`config.mk`:
```
export PLATFORM = sky130hd
export DESIGN_NAME = red_pitaya_pwm_dac_flat
export DESIGN_NICKNAME = d
export VERILOG_FILES = /design/src/rtl/red_pitaya_pwm_pkg.sv /design/src/rtl/red_pitaya_pwm_dac_if.sv /design/src/rtl/red_pitaya_pwm_ch.sv /design/src/rtl/red_pitaya_pwm_dac.sv /design/src/flat_wrapper.sv
export SDC_FILE = /design/constraint.sdc
export NUM_CORES = 1
export LEC_CHECK = 0
export BUFFER_PORTS_ARGS = -buffer_cell sky130_fd_sc_hd__buf_2
export CORE_ASPECT_RATIO = 0.75
export CORE_MARGIN = 4
export CORE_UTILIZATION = 25
export DETAILED_ROUTE_END_ITERATION = 10
export GPL_ROUTABILITY_DRIVEN = 1
export HOLD_SLACK_MARGIN = 0.1
export PLACE_DENSITY = 0.43
export SLEW_MARGIN = 25
export SYNTH_ARGS = -nofsm -noshare
export SYNTH_HDL_FRONTEND = slang
export SYNTH_HIERARCHICAL = 1
export SYNTH_SLANG_ARGS = --single-unit
```
`constraint.sdc`:
```
create_clock -name clk_i -period 7.9 [get_ports clk_i]
set_clock_uncertainty 0.1 [all_clocks]
set_input_delay 0 -clock clk_i [delete_from_list [all_inputs] [get_ports clk_i]]
set_output_delay 0 -clock clk_i [all_outputs]
set_load 0.02 [all_outputs]
```
`src/rtl/red_pitaya_pwm_pkg.sv`:
```
// Shared constants for the four-channel slow-DAC PWM generator: word layout,
// frame geometry and the per-sub-period threshold helper.
package red_pitaya_pwm_pkg;

  localparam int CCW_DEF    = 8;
  localparam int PERIOD_DEF = 156;

  localparam int WORD_W   = 24;
  localparam int BASE_MSB = 23;
  localparam int BASE_LSB = 16;
  localparam int BASE_W   = BASE_MSB - BASE_LSB + 1;
  localparam int DITH_W   = 16;

  localparam int SUBS  = 16;
  localparam int SUB_W = 4;
  localparam int THR_W = BASE_W + 1;

  // Base duty plus the dither bit owned by this sub-period; the extra bit keeps 255+1 exact.
  function automatic logic [THR_W-1:0] pwm_thr(input logic [BASE_W-1:0] base,
                                               input logic [DITH_W-1:0] dith,
                                               input logic [SUB_W-1:0]  sub);
    return {1'b0, base} + {{BASE_W{1'b0}}, dith[sub]};
  endfunction

endpackage

```
`src/rtl/red_pitaya_pwm_dac_if.sv`:
```
// Configuration words in, PWM pins and frame strobe out; the master side
// belongs to the register block, the slave side to the PWM generator.
interface red_pitaya_pwm_dac_if;
  import red_pitaya_pwm_pkg::*;

  logic [WORD_W-1:0] cfg_a_i;
  logic [WORD_W-1:0] cfg_b_i;
  logic [WORD_W-1:0] cfg_c_i;
  logic [WORD_W-1:0] cfg_d_i;
  logic [3:0]        pwm_o;
  logic              frame_o;

  modport master (
    output cfg_a_i, cfg_b_i, cfg_c_i, cfg_d_i,
    input  pwm_o, frame_o
  );

  modport slave (
    input  cfg_a_i, cfg_b_i, cfg_c_i, cfg_d_i,
    output pwm_o, frame_o
  );

endinterface

```
`src/rtl/red_pitaya_pwm_ch.sv`:
```
// One PWM channel: frame-aligned shadow of the config word, dithered threshold
// and registered compare against the shared period counter.
module red_pitaya_pwm_ch
  import red_pitaya_pwm_pkg::*;
#(
  parameter int CCW = CCW_DEF
) (
  input  logic              clk_i,
  input  logic              rstn_i,
  input  logic              load_i,
  input  logic [WORD_W-1:0] cfg_i,
  input  logic [CCW-1:0]    cnt_i,
  input  logic [SUB_W-1:0]  sub_i,
  output logic              pwm_o
);

  logic [WORD_W-1:0] shadow_q, shadow_d;
  logic              pwm_q, pwm_d;
  logic [THR_W-1:0]  thr;

  always_comb begin
    shadow_d = shadow_q;
    if (load_i) begin
      shadow_d = cfg_i;
    end
    thr   = pwm_thr(shadow_q[BASE_MSB:BASE_LSB], shadow_q[DITH_W-1:0], sub_i);
    // Thresholds at or above PERIOD never lose the compare, which gives full-period saturation.
    pwm_d = (32'(cnt_i) < 32'(thr));
  end

  always_ff @(posedge clk_i or negedge rstn_i) begin
    if (!rstn_i) begin
      shadow_q <= '0;
      pwm_q    <= 1'b0;
    end else begin
      shadow_q <= shadow_d;
      pwm_q    <= pwm_d;
    end
  end

  assign pwm_o = pwm_q;

endmodule

```
`src/rtl/red_pitaya_pwm_dac.sv`:
```
// Four-channel dithered PWM for the slow analog outputs: shared period/sub-period
// counters and frame strobe, one red_pitaya_pwm_ch per channel.
module red_pitaya_pwm_dac
  import red_pitaya_pwm_pkg::*;
#(
  parameter int CCW    = CCW_DEF,
  parameter int PERIOD = PERIOD_DEF
) (
  input  logic                 clk_i,
  input  logic                 rstn_i,
  red_pitaya_pwm_dac_if.slave  bus
);

  logic [CCW-1:0]   cnt_q, cnt_d;
  logic [SUB_W-1:0] sub_q, sub_d;
  logic             frame_q, frame_d;
  logic             cnt_wrap;
  logic             frame_hit;

  logic [WORD_W-1:0] cfg_w [4];
  logic [3:0]        pwm;

  always_comb begin
    cnt_wrap  = (cnt_q == CCW'(PERIOD - 1));
    frame_hit = cnt_wrap && (sub_q == SUB_W'(SUBS - 1));
    cnt_d     = cnt_wrap ? '0 : cnt_q + 1'b1;
    sub_d     = cnt_wrap ? sub_q + 1'b1 : sub_q;
    frame_d   = frame_hit;
  end

  always_ff @(posedge clk_i or negedge rstn_i) begin
    if (!rstn_i) begin
      cnt_q   <= '0;
      sub_q   <= '0;
      frame_q <= 1'b0;
    end else begin
      cnt_q   <= cnt_d;
      sub_q   <= sub_d;
      frame_q <= frame_d;
    end
  end

  assign cfg_w[0] = bus.cfg_a_i;
  assign cfg_w[1] = bus.cfg_b_i;
  assign cfg_w[2] = bus.cfg_c_i;
  assign cfg_w[3] = bus.cfg_d_i;

  // Shadows load on the same edge that raises frame_o, so new words apply from cnt=0, sub=0.
  for (genvar ch = 0; ch < 4; ch++) begin : g_ch
    red_pitaya_pwm_ch #(
      .CCW (CCW)
    ) u_ch (
      .clk_i  (clk_i),
      .rstn_i (rstn_i),
      .load_i (frame_hit),
      .cfg_i  (cfg_w[ch]),
      .cnt_i  (cnt_q),
      .sub_i  (sub_q),
      .pwm_o  (pwm[ch])
    );
  end

  assign bus.pwm_o   = pwm;
  assign bus.frame_o = frame_q;

endmodule

```
`src/flat_wrapper.sv`:
```
// flat-port wrapper written by rule: the top's interface ports become plain ports
module red_pitaya_pwm_dac_flat import red_pitaya_pwm_pkg::*;
#(
  parameter int CCW    = CCW_DEF,
  parameter int PERIOD = PERIOD_DEF
)
  (clk_i, rstn_i, bus_cfg_a_i, bus_cfg_b_i, bus_cfg_c_i, bus_cfg_d_i, bus_pwm_o, bus_frame_o);
  red_pitaya_pwm_dac_if bus_i ();
  input  logic clk_i;
  input  logic rstn_i;
  input wire logic [$bits(bus_i.cfg_a_i)-1:0] bus_cfg_a_i;
  input wire logic [$bits(bus_i.cfg_b_i)-1:0] bus_cfg_b_i;
  input wire logic [$bits(bus_i.cfg_c_i)-1:0] bus_cfg_c_i;
  input wire logic [$bits(bus_i.cfg_d_i)-1:0] bus_cfg_d_i;
  output wire logic [$bits(bus_i.pwm_o)-1:0] bus_pwm_o;
  output wire logic [$bits(bus_i.frame_o)-1:0] bus_frame_o;
  assign bus_i.cfg_a_i = bus_cfg_a_i;
  assign bus_i.cfg_b_i = bus_cfg_b_i;
  assign bus_i.cfg_c_i = bus_cfg_c_i;
  assign bus_i.cfg_d_i = bus_cfg_d_i;
  assign bus_pwm_o = bus_i.pwm_o;
  assign bus_frame_o = bus_i.frame_o;
  red_pitaya_pwm_dac #(.CCW(CCW), .PERIOD(PERIOD)) u_core (.clk_i(clk_i), .rstn_i(rstn_i), .bus(bus_i));
endmodule
```
==> results.py <==
metrics = {
    "outcome": {
        "status": "finished, final reports clean",
    },
    "sta": {
        "hold_viol": 0,
        "slew_headroom_pct": 38.6,
        "fin_crit_ns": 4.01,
        "max_clock_freq_mhz": 250,
        "setup_ws_ns": 3.89,
        "fin_crit_sh_pct": 50.7,
        "drv_slew": 0,
        "worst_slew_pin_slew_ns": 0.921,
        "rsz0062_at_grt": "false",
        "finalSetupTns_ns": 0,
        "setup_viol": 0,
    },
    "logic_synthesis": {
        "ys_ff_latch": 113,
        "yosys_warnings": 6,
        "ys_top_cells_by_count": "113 x dfrtp_1, 98 x mux2_2, 42 x ha_1",
        "yosys.cell_count.top_type": "dfrtp_1",
        "yosys.area.top_type": "dfrtp_1",
        "avgSynthCellArea_um2": 13.9,
        "synth_fp_nets": 566,
        "netlist_area_um2": 5930,
        "synth_seq_area_share_pct": 47.7,
        "yosys-top-cells-area": "dfrtp_1 48%, mux2_2 19%, ha_1 8.9%, mux4_1 7.1%, xor2_1 2.4%",
        "netlist_instances": 426,
        "synth.distinct_cells": 31,
        "synth_top_area_share_pct": 47.7,
        "synth_edf_count": 0,
        "async_reset_ff_share_pct": 100,
        "synthFlopType": "dfrtp_1",
    },
    "cts": {
        "cts-buffers-inserted": 17,
        "ctsResizeCount": 0,
        "insertion_delay_ns": 0.42,
        "clockBufferDepth": 2,
        "root_buffer": "clkbuf_16",
        "htree_levels": 4,
        "cts_sinks": 113,
        "cts_tree": "done",
        "path_clk_slew_ns": 0.06,
    },
    "cells_and_area": {
        "layout-drive-gt1-share_pct": 37.7,
        "layout.nets": 774,
        "utilization_pct": 36.0,
        "antenna_cells": 0,
        "fin_area_um2": 8350,
        "syn_to_final_growth_pct": 40.9,
    },
    "setup_path": {
        "arrival_ns": 4.23,
        "worst-setup-path-type": "register to register",
        "r2r_start": "u_core/sub_q[0]",
        "r2r_slack_ns": 3.89,
        "end_kind": "register",
        "start_kind": "register",
        "regToRegEndpoint": "u_core/g_ch[0].u_ch/pwm_o",
        "rr_worst_depth": 12,
        "cp_data_required_time_ns": 8.13,
        "cp_max_fo": 19,
    },
    "placed_design": {
        "hpwlAfterDp_um": 10200,
        "port_buffers": 102,
        "place.gp.congestion": 0.826,
        "place_area_um2": 6790,
        "place_ws_ns": 3.58,
    },
    "route": {
        "antenna_left": 0,
        "route.detailed.drc": 0,
        "dr.pass1.iters": 4,
        "vias": 4294,
        "routedWlPerCell_um": 15.6,
        "via_per_inst": 4.53,
        "drt_wl_total_um": 14800,
        "drt_iter0_drc": 161,
    },
    "global_routing": {
        "grt_usage_pct": 11.8,
        "grt_max_degree": 66,
        "grt_pass1_wl_um": 24100,
        "overflow": 0,
        "antenna_found_initial": 0,
        "grt_pass1_vias": 4580,
    },
    "power": {
        "p_int_uw": 1130,
        "p_sw_share_pct": 20.9,
        "p_leak_uw": 0.00394,
        "comb_power_share_pct": 5.2,
        "p_sw_uw": 298,
        "ir_drop_uv": 95.7,
        "power_density_nw_per_um2": 171,
        "seqPwrFrac_pct": 40.6,
        "p_total_uw": 1430,
        "clockPowerShare_pct": 54.2,
    },
    "floorplan": {
        "io_pins": 103,
        "core_area_um2": 23200,
        "die_area_um2": 26300,
        "fp-row-count": 48,
        "initial_core_util_pct": 25.6,
        "fp.dieH_um": 141,
        "fp.dieW_um": 186,
    },
    "min_path": {
        "min_path_type": "input port to async pin",
    },
    "run": {
        "drv_cap": 0,
    },
}
critical path: stages, from the launching register on:
cell	delay (ns)
dfrtp_2	0.77
mux4_1	0.65
mux4_2	0.51
ha_1	0.20
ha_1	0.21
nand2_1	0.07
nor2_1	0.06
xnor2_1	0.13
ha_1	0.29
a21o_1	0.20
a2111oi_0	0.50
a311oi_1	0.10
o21ai_0	0.12
power groups by stage:
| stage | Combinational [uW] | Sequential, uW | Clock, uW |
|---|---|---|---|
| finish | 73.5 | 579 | 774 |
| global route | 82.4 | 579 | 825 |
| CTS | 76.1 | 579 | 798 |
| detailed placement | 38.2 | 589 | 0 |
| global placement | 38.0 | 589 | 0 |
| floorplan | 0.402 | 590 | 0 |
metrics by stage:
| step | hold slack [ns] | cells |
|---|---|---|
| after floorplan | -0.396 | 426 |
| after global placement | 0.00447 | 818 |
| after detailed placement | 0.0162 | 818 |
| after CTS | 0.102 | 947 |
| after global routing | 0.178 | 947 |
| final | 0.0833 | 947 |
layer usage:
| metal | GRT usage [%] | wire length [um] | vias to the layer above | share of wire (%) |
|---|---|---|---|---|
| li1 | - | - | 2033 | - |
| met1 | 15.6 | 6980 | 2135 | 47 |
| met2 | 18.7 | 6880 | 100 | 46 |
| met3 | 2.84 | 657 | 26 | 4.4 |
| met4 | 4.71 | 306 | 0 | 2.1 |
| met5 | 0 | 0 | - | 0 |
cells in the final DEF, fill, tap and decap left out, types with 2 or more instances in the layout:
cell           Yosys  layout
inv_1              6       6
nand3_1           20      20
a211oi_1           9       9
bufinv_16          0       3
ha_1              42      42
clkbuf_16          0      17
o2bb2ai_1          4       4
mux4_1            16      16
clkbuf_1          12       3
buf_4              0       3
dfrtp_1          113     112
mux4_2             4       4
a21o_1             4       4
buf_2              0     101
xor2_1            16      16
a2111oi_0          4       4
xnor2_1           14      14
o21ai_0           17      17
mux2_2            98      98
nand2_1           10      10
clkinvlp_4         0       3
nor2_1            15      15
nor3_2             2       2
clkinv_2           0       5
a311oi_1           4       4
dlygate4sd3_1      0      97
nand2b_1           4       4
how the worst max path moves through the flow:
stage,from,end,slack [ns],cells after the start
finish,u_core/sub_q[0],u_core/g_ch[0].u_ch/pwm_o,3.89,12
global route,u_core/sub_q[0],u_core/g_ch[0].u_ch/pwm_o,3.66,12
CTS,u_core/sub_q[0],u_core/g_ch[0].u_ch/pwm_o,3.56,12
detailed placement,u_core/sub_q[0],u_core/g_ch[3].u_ch/pwm_o,3.58,12
global placement,u_core/sub_q[0],u_core/g_ch[0].u_ch/pwm_o,3.76,12
floorplan,u_core/sub_q[0],u_core/g_ch[0].u_ch/pwm_o,4.28,12
final cells by class:
type	count	area [um^2]
multi-input cells	295	3040
well taps	300	375
flip-flops and latches	113	2830
inverters	6	22.5
clock inverters	11	138
clock buffers	21	450
repair buffers	201	1500
fillers	2247	14800
what timing repair did:
action,4_1_cts,5_1_grt
endpoints found under the hold margin,153,0
hold buffers,97,0
buffers inserted,0,0
sequential cells by signal, summed over array words and instances, names as in the netlist:
signal / flops
u_core/g_ch.u_ch/shadow_q: 96
u_core/cnt_q: 8
u_core/sub_q: 4
u_core/g_ch.u_ch/pwm_o: 4
u_core/bus.frame_o: 1
kinds of logic after synthesis:
family | synth area share, %
mux | 27.5
flops | 47.7
simple gates | 5.13
compound gates | 5.26
fa+ha+maj | 8.86
xor+xnor | 4.43
buf+inv | 1.14
Note: power is estimated with default switching activity, not from simulation.
